$ cat src/rtl/instr_sequencer_if.sv
// Instruction-fetch bus between the sequencer (master) and instruction memory (slave).
// A fetch is a held request on mem_req/mem_addr that completes on the cycle mem_ack is high.
interface instr_sequencer_if #(
  parameter int PC_W = 16
);
  logic            mem_req;
  logic [PC_W-1:0] mem_addr;
  logic            mem_ack;
  logic [15:0]     mem_rdata;

  modport master (
    output mem_req,
    output mem_addr,
    input  mem_ack,
    input  mem_rdata
  );

  modport slave (
    input  mem_req,
    input  mem_addr,
    output mem_ack,
    output mem_rdata
  );
endinterface

$ cat src/rtl/instr_sequencer.sv
// Fetch/decode/execute sequencer owning PC and IR for the 16-bit datapath.
// Optional retired-instruction counter is built when SEQ_PERF_CNT_EN is defined.
module instr_sequencer #(
  parameter int              PC_W     = 16,
  parameter logic [PC_W-1:0] RESET_PC = '0
) (
  input  logic                clock,
  input  logic                reset,
  input  logic                go,
  input  logic                halt_req,
  instr_sequencer_if.master   mem,
  output logic [15:0]         ir,
  output logic                ir_valid,
  input  logic                exec_done,
  input  logic                br_valid,
  input  logic [2:0]          br_cond,
  input  logic [PC_W-1:0]     br_target,
  input  logic [3:0]          status,
  output logic [PC_W-1:0]     pc,
  output logic                halted,
  output logic [31:0]         instr_count
);

  typedef enum logic [1:0] {
    S_HALT,
    S_FETCH,
    S_DECODE,
    S_EXEC
  } state_t;

  state_t          r_state;
  state_t          w_stateNext;
  logic [PC_W-1:0] r_pc;
  logic [15:0]     r_ir;
  logic            w_condTrue;
  logic            w_retire;
  logic            w_fetchDone;

  // status is {V,C,N,Z}
  always_comb begin
    w_condTrue = 1'b0;
    case (br_cond)
      3'b000:  w_condTrue = 1'b1;
      3'b001:  w_condTrue = status[0];
      3'b010:  w_condTrue = status[1];
      3'b011:  w_condTrue = status[2];
      3'b100:  w_condTrue = status[3];
      3'b101:  w_condTrue = ~status[0];
      3'b110:  w_condTrue = ~status[1];
      default: w_condTrue = 1'b0;
    endcase
  end

  always_comb begin
    w_stateNext = r_state;
    w_retire    = 1'b0;
    w_fetchDone = 1'b0;
    case (r_state)
      S_HALT: begin
        if (go) w_stateNext = S_FETCH;
      end
      S_FETCH: begin
        if (mem.mem_ack) begin
          w_fetchDone = 1'b1;
          w_stateNext = S_DECODE;
        end
      end
      S_DECODE: begin
        w_stateNext = S_EXEC;
      end
      S_EXEC: begin
        if (exec_done) begin
          w_retire    = 1'b1;
          w_stateNext = halt_req ? S_HALT : S_FETCH;
        end
      end
      default: w_stateNext = S_HALT;
    endcase
  end

  always_ff @(posedge clock or negedge reset) begin
    if (!reset) r_state <= S_HALT;
    else        r_state <= w_stateNext;
  end

  // Fetch and branch never coincide, so one priority chain covers all PC writes.
  always_ff @(posedge clock or negedge reset) begin
    if (!reset) begin
      r_pc <= RESET_PC;
      r_ir <= 16'h0000;
    end else if (w_fetchDone) begin
      r_ir <= mem.mem_rdata;
      r_pc <= r_pc + PC_W'(1);
    end else if (w_retire && br_valid && w_condTrue) begin
      r_pc <= br_target;
    end
  end

`ifdef SEQ_PERF_CNT_EN
  logic [31:0] r_instrCount;

  always_ff @(posedge clock or negedge reset) begin
    if (!reset)        r_instrCount <= 32'h0;
    else if (w_retire) r_instrCount <= r_instrCount + 32'd1;
  end

  assign instr_count = r_instrCount;
`else
  assign instr_count = 32'h0;
`endif

  assign mem.mem_req  = (r_state == S_FETCH);
  assign mem.mem_addr = r_pc;
  assign ir_valid     = (r_state == S_DECODE);
  assign halted       = (r_state == S_HALT);
  assign ir           = r_ir;
  assign pc           = r_pc;

endmodule

$ cat src/flat_wrapper.sv
// flat-port wrapper written by rule: the top's interface ports become plain ports
module instr_sequencer_flat 
#(
  parameter int              PC_W     = 16,
  parameter logic [PC_W-1:0] RESET_PC = '0
)
  (clock, reset, go, halt_req, ir, ir_valid, exec_done, br_valid, br_cond, br_target, status, pc, halted, instr_count, mem_mem_req, mem_mem_addr, mem_mem_ack, mem_mem_rdata);
  instr_sequencer_if #(.PC_W(PC_W)) mem_i ();
  input  logic clock;
  input  logic reset;
  input  logic go;
  input  logic halt_req;
  output logic [15:0] ir;
  output logic ir_valid;
  input  logic exec_done;
  input  logic br_valid;
  input  logic [2:0] br_cond;
  input  logic [PC_W-1:0] br_target;
  input  logic [3:0] status;
  output logic [PC_W-1:0] pc;
  output logic halted;
  output logic [31:0] instr_count;
  output wire logic [$bits(mem_i.mem_req)-1:0] mem_mem_req;
  output wire logic [$bits(mem_i.mem_addr)-1:0] mem_mem_addr;
  input wire logic [$bits(mem_i.mem_ack)-1:0] mem_mem_ack;
  input wire logic [$bits(mem_i.mem_rdata)-1:0] mem_mem_rdata;
  assign mem_mem_req = mem_i.mem_req;
  assign mem_mem_addr = mem_i.mem_addr;
  assign mem_i.mem_ack = mem_mem_ack;
  assign mem_i.mem_rdata = mem_mem_rdata;
  instr_sequencer #(.PC_W(PC_W), .RESET_PC(RESET_PC)) u_core (.clock(clock), .reset(reset), .go(go), .halt_req(halt_req), .mem(mem_i), .ir(ir), .ir_valid(ir_valid), .exec_done(exec_done), .br_valid(br_valid), .br_cond(br_cond), .br_target(br_target), .status(status), .pc(pc), .halted(halted), .instr_count(instr_count));
endmodule
$ cat config.mk
export PLATFORM = sky130hd
export DESIGN_NAME = instr_sequencer_flat
export DESIGN_NICKNAME = d
export VERILOG_FILES = /design/src/rtl/instr_sequencer_if.sv /design/src/rtl/instr_sequencer.sv /design/src/flat_wrapper.sv
export SDC_FILE = /design/constraint.sdc
export NUM_CORES = 1
export LEC_CHECK = 0
export BUFFER_PORTS_ARGS = -buffer_cell sky130_fd_sc_hd__clkbuf_2
export CAP_MARGIN = 20
export CORE_ASPECT_RATIO = 0.75
export CORE_UTILIZATION = 47
export DETAILED_ROUTE_END_ITERATION = 7
export PLACE_DENSITY = 0.93
export SYNTH_ARGS = -nofsm -noshare
export SYNTH_HDL_FRONTEND = slang
export SYNTH_SLANG_ARGS = --single-unit
$ cat constraint.sdc
create_clock -name clock -period 3.8 [get_ports clock]
set_clock_uncertainty 0.05 [all_clocks]
set_input_delay 0.19 -clock clock [delete_from_list [all_inputs] [get_ports clock]]
set_output_delay 0.19 -clock clock [all_outputs]
set_load 0.01 [all_outputs]
# After elaboration in Yosys (flattened, before gate mapping)
# Index checks and enable logic that the tools add are counted.
[classes]
n_addsub = 1
n_eq_ne = 12
muxes = 12
bitwise_logic = 2
n_reduce_logical = 6
[op_table]
columns = ["operator", "n"]
rows = [
  ["$mux 16", 2],
  ["$add 16x1->16 const B", 1],
  ["$eq 3x3->1 const B", 3],
  ["$pmux 2 s4", 1],
  ["$pmux 1 s7", 1],
  ["$eq 3x2->1 const B", 2],
  ["$mux 2", 3],
  ["$mux 1", 5],
  ["$eq 2x2->1 const B", 2],
  ["$ne 2x2->1 const B", 2],
  ["$eq 3x1->1 const B", 1],
  ["$logic_not 3->1", 1],
  ["$reduce_and 3->1", 1],
  ["$eq 2x1->1 const B", 1],
  ["$logic_and 1x1->1", 2],
  ["$logic_not 2->1", 1],
  ["$ne 2x1->1 const B", 1],
  ["$not 1->1", 2],
  ["$reduce_bool 2->1", 1],
]
[word_totals]
register_bits = 34
in_bits = 46
out_inout_bits = 83
word_cells = 36

# Depth between registers and ports, before layout
[depth]
word_depth = 6
ltp_mapped = 8
ltp_nobuf = 7

# Worst setup path after synthesis
# OpenSTA, ideal clock, no wires.
[synth_timing]
path_type = "flip-flop to flip-flop"
start = "register u_core.r_state[1]"
end = "register u_core.r_pc[8], in the netlist u_core.mem.mem_addr[8]"
setup_time_ns = 0.134
arrival_ns = 1.673
required_ns = 3.616
path_slack_ns = 1.943
path_stages_with_launch = 9
n_path_buf = 1
period_less_slack_ns = 1.857
path_cell_list = "dfrtp_1 -> inv_1 -> ha_1 -> and2_1 -> clkbuf_1 -> and3_1 -> nand3_1 -> o22ai_1 -> a22oi_1"
[synth_via]
word_cells_on_any_way = 8
classes_between = "2 x eq/ne; 3 x mux; 3 x reduce/logical"
[synth_rtl]
columns = ["item", "line_no", "text"]
rows = [
  ["start, declared", "instr_sequencer.sv:31", "state_t r_state;"],
  ["start signal, assigned", "instr_sequencer.sv:83", "else r_state <= w_stateNext;"],
  ["$eq 2x1->1 *", "n/a", ""],
  ["net mem_mem_req", "flat_wrapper.sv:23", "output wire logic [$bits(mem_i.mem_req)-1:0] mem_mem_req;"],
  ["$mux 1 *", "instr_sequencer.sv:58", "case (r_state)"],
  ["$mux 16 or $reduce_bool 2->1 (tied branches)", "n/a", ""],
  ["end signal, assigned", "instr_sequencer.sv:93", "r_pc <= r_pc + PC_W'(1);"],
  ["end signal, assigned", "instr_sequencer.sv:95", "r_pc <= br_target;"],
  ["end, declared", "instr_sequencer.sv:33", "logic [PC_W-1:0] r_pc;"],
]
# Mark *: on every way through the listed nets, which the timed path passes. The rest lies on a longest branch.
# A chain may end at the register's enable or synchronous reset.

# Worst setup path after layout
[layout_timing]
start = "register u_core.r_state[1]"
end = "register u_core.r_pc[8], in the netlist u_core.mem.mem_addr[8]"
[layout_via]
elab_chain_cells = 5
word_cells_on_any_way = 8
classes_between = "2 x eq/ne; 3 x mux; 3 x reduce/logical"
[layout_rtl]
columns = ["item", "line_no", "text"]
rows = [
  ["$eq 2x2->1", "instr_sequencer.sv:58", ""],
  ["$mux 1", "instr_sequencer.sv:58", ""],
  ["$logic_and 1x1->1 (2 in series)", "instr_sequencer.sv:94", "end else if (w_retire && br_valid && w_condTrue) begin"],
  ["$reduce_bool 2->1 (no line)", "n/a", ""],
]
# Parallel ways exist; a longest one is shown, timed or not.

==> metrics <==
status=complete, no violations; Pwr per Cell Area=729 nW/um^2; multi-input logic area=973 sq um; Seq/Total Area, Yosys=40.2%; part of the power in combinational logic=45.6%; f_max=412 MHz; total wire length=4820 um; CTS tree=done; clk_lat worst skew=0.28 ns; Final Max Slew Viols=0; IO Port Bufs=96; Starting Density=50.7%; Remaining DRCs=0; share of layout cells above drive strength 1=35.3%; syn avg cell area=8.75 sq um; row cnt=20; reg2reg path depth=8; Data required, critical path=3.88 ns; initial antenna violation count=0; root buffer cell=clkbuf_8; distinct cell type count after synthesis=41; Tmin final=2.42 ns; routability cong.=0.840; die height=60.1 um; Final Hold Viols=0; clock slew at reported path FFs=0.07 ns; RSZ-0062 raised after global routing=no; cell-internal power=0.00104 W; Sequential Area=851 sq um; placed cells=372; total grt overflow=0; number of global-route vias before repair=1682; endpoints failing setup=0; Cell Area, Synth=2120 sq um; R2R Path Start=u_core.r_state[1]; switching power=0.000794 W; final layout net count=376; Setup CP Type=register to register; first-pass GRT wire length=7730 um; crit path max fanout=18; worst hold-check path type=input pin to register; sw frac=43.3%; clock share of power=15.0%; largest net degree at the start of global routing=35; Die Span X=79.5 um; slowest cell on the critical path=and2_1; setup TNS=0 ns; via count=1913; Worst path max stage delay=0.60 ns; min-delay src=mem_mem_rdata[5]; Peak VDD IR=0.000387 V; Final Non-Filler Cells=381; die area=4780 sq um; Worst EP arrival=2.51 ns; Initial DRC Count=134; Fill cells=409; Critical Path, Cell by Cell=inv_1 -> ha_1 -> and2_1 -> buf_4 -> and3_1 -> nand3_1 -> o22ai_1 -> a22oi_1; Num CTS Buffers=5; clk sink count=34; ant diodes=0; Worst Setup End Kind=register; DR pass1 iterations=5; max_cap viols=0; synth-to-layout area growth=18.9%; #FFs+latches synth=34; Period Utilization, post-route=63.8%; top-level I/O count=129; H-Tree Depth=2; routed vias/inst=5.02; Rel. slew slack=44.6%; Hold Crit Endpoint=u_core.ir[5]; # resized after CTS=0; post-DP HPWL=3610 um; post-DR wirelength/cell=12.7 um; Sequential Power Share=39.3%; Synthesis Warnings=0; setup bufs post-CTS=0; post-route ant nets=0; worst-margin pin slew=0.831 ns; Core ar.=4180 sq um; Global Route Usage Sum=21.4%; Post-Synthesis Cells=242; LEAKAGE=1.37 nW; Max Root-Sink Buffers=2; worst hold path stage count=3; crit start category=register; Reg2Reg Setup Slack=1.38 ns; reg-to-reg endpoint=u_core.mem.mem_addr[8]
final cells by class:
| type | instances | area share [%] |
|---|---|---|
| Inverter | 6 | 0.895 |
| Tap cell | 55 | 2.73 |
| Multi-Input combinational cell | 179 | 38.7 |
| Clock inverter | 2 | 0.497 |
| Timing Repair Buffer | 99 | 20.1 |
| Clock buffer | 6 | 3.28 |
| Sequential cell | 34 | 33.8 |
worst max-delay path by stage:
| stage | cells after the start | from | slack, ns | endpoint |
|---|---|---|---|---|
| final | 8 | u_core.r_state[1] | 1.38 | u_core.mem.mem_addr[8] |
| after global routing | 8 | u_core.r_state[1] | 1.19 | u_core.mem.mem_addr[8] |
| after CTS | 8 | u_core.r_state[1] | 1.36 | u_core.mem.mem_addr[8] |
| after detailed placement | 8 | u_core.r_state[1] | 1.38 | u_core.mem.mem_addr[8] |
| after global placement | 8 | u_core.r_state[1] | 1.52 | u_core.mem.mem_addr[8] |
| after floorplan | 8 | u_core.r_state[1] | 1.94 | u_core.mem.mem_addr[8] |
per-stage QoR:
step | setup WS (ns) | power (W) | hold slack (ns) | utilization (%) | cell area, sq um
2_1_floorplan | 1.94 | 0.00131 | -0.156 | - | 2230
3_3_place_gp | 1.52 | 0.00154 | 0.279 | 57.7 | 2410
3_5_place_dp | 1.38 | 0.00157 | 0.292 | 57.7 | 2410
4_1_cts | 1.36 | 0.00185 | 0.0406 | 60.2 | 2520
5_1_grt | 1.19 | 0.00199 | 0.0391 | 60.2 | 2520
6_report | 1.38 | 0.00183 | 0.0478 | 60.2 | 2520
worst max-delay path: cells and delay by family (launching register included):
| kind | cells | cell delay, ns |
|---|---|---|
| adders and majority gates | 1 | 0.23 |
| DFF | 1 | 0.42 |
| buffers and inverters | 2 | 0.40 |
| AOI/OAI and AO/OA | 2 | 0.25 |
| and+or+nand+nor | 3 | 0.92 |
power groups by stage:
stage	Clock [W]	Combinational (W)	Sequential, W
floorplan	0	0.000547	0.000767
global route	0.000301	0.000939	0.000749
detailed placement	0	0.000842	0.000726
global placement	0	0.000819	0.000716
CTS	0.000285	0.000847	0.000720
finish	0.000276	0.000837	0.000721
cells in the final DEF, fill, tap and decap left out, types with 2 or more instances in the layout:
cell and instances:
inv_1 6, o32a_1 4, clkbuf_8 6, o22ai_1 2, a21oi_1 14, nor3_1 3, and3_1 3, nand4_1 4
nor3_2 2, nor4_1 4, o21ai_2 2, a22oi_1 2, ha_1 5, conb_1 32, buf_4 2, o2bb2ai_1 2
dfrtp_1 34, nor2_1 12, clkbuf_2 96, o31ai_1 2, o21ai_0 4, nand3_1 7, nand2_1 55, o221ai_1 3
logic make-up (layout without fill, tap and decap cells):
group | Yosys count | in the layout | synth area share [%]
AOI/OAI and AO/OA | 41 | 41 | 14.2
adders and majority gates | 5 | 5 | 2.96
buffers and inverters | 60 | 113 | 19.3
DFF | 34 | 34 | 40.2
muxes | 3 | 3 | 1.54
other | 1 | 32 | 0.177
and+or+nand+nor | 98 | 98 | 21.6
registers in the layout, indices dropped and copies added (netlist names):
register / flops
u_core.mem.mem_addr: 16
u_core.ir: 16
u_core.r_state: 2
what timing repair did:
action                     in CTS  in global routing
setup endpoints to repair       0                  0
hold buffers                    1                  0
hold endpoints to repair       34                  0
cells in the mapped netlist, drive strengths merged:
library cell / number / share of area [%]
nand2: 55 / 9.8
buf: 51 / 18
dfrtp: 34 / 40
a21oi: 14 / 3.3
nor2: 13 / 2.4
nand3: 7 / 1.7
inv: 6 / 1.1
o21ai: 6 / 1.8
ha: 5 / 3.0
nor3: 5 / 1.7
nand4: 4 / 1.2
nor4: 4 / 1.2
o32a: 4 / 1.9
and3: 3 / 0.89
clkbuf: 3 / 0.53
o221ai: 3 / 1.2
a22oi: 2 / 0.71
mux2: 2 / 1.1
nor3b: 2 / 0.95
o22ai: 2 / 0.59
o2bb2ai: 2 / 0.83
o31ai: 2 / 0.71
a211o: 1 / 0.41
a211oi: 1 / 0.95
a221o: 1 / 0.47
a41oi: 1 / 0.41
and2: 1 / 0.30
and4: 1 / 0.41
and4bb: 1 / 0.59
conb: 1 / 0.18
mux2i: 1 / 0.47
nand2b: 1 / 0.30
nor2b: 1 / 0.30
o21a: 1 / 0.41
o221a: 1 / 0.53
routing by layer:
layer  vias to the layer above  track usage, %  wire (um)
met5                         -               0          0
met2                       100            35.4       2250
met3                         4            7.94        431
met4                         0            5.19         27
li1                        924               -          -
met1                       885            26.7       2120
Power figures use the tool's default switching activity.
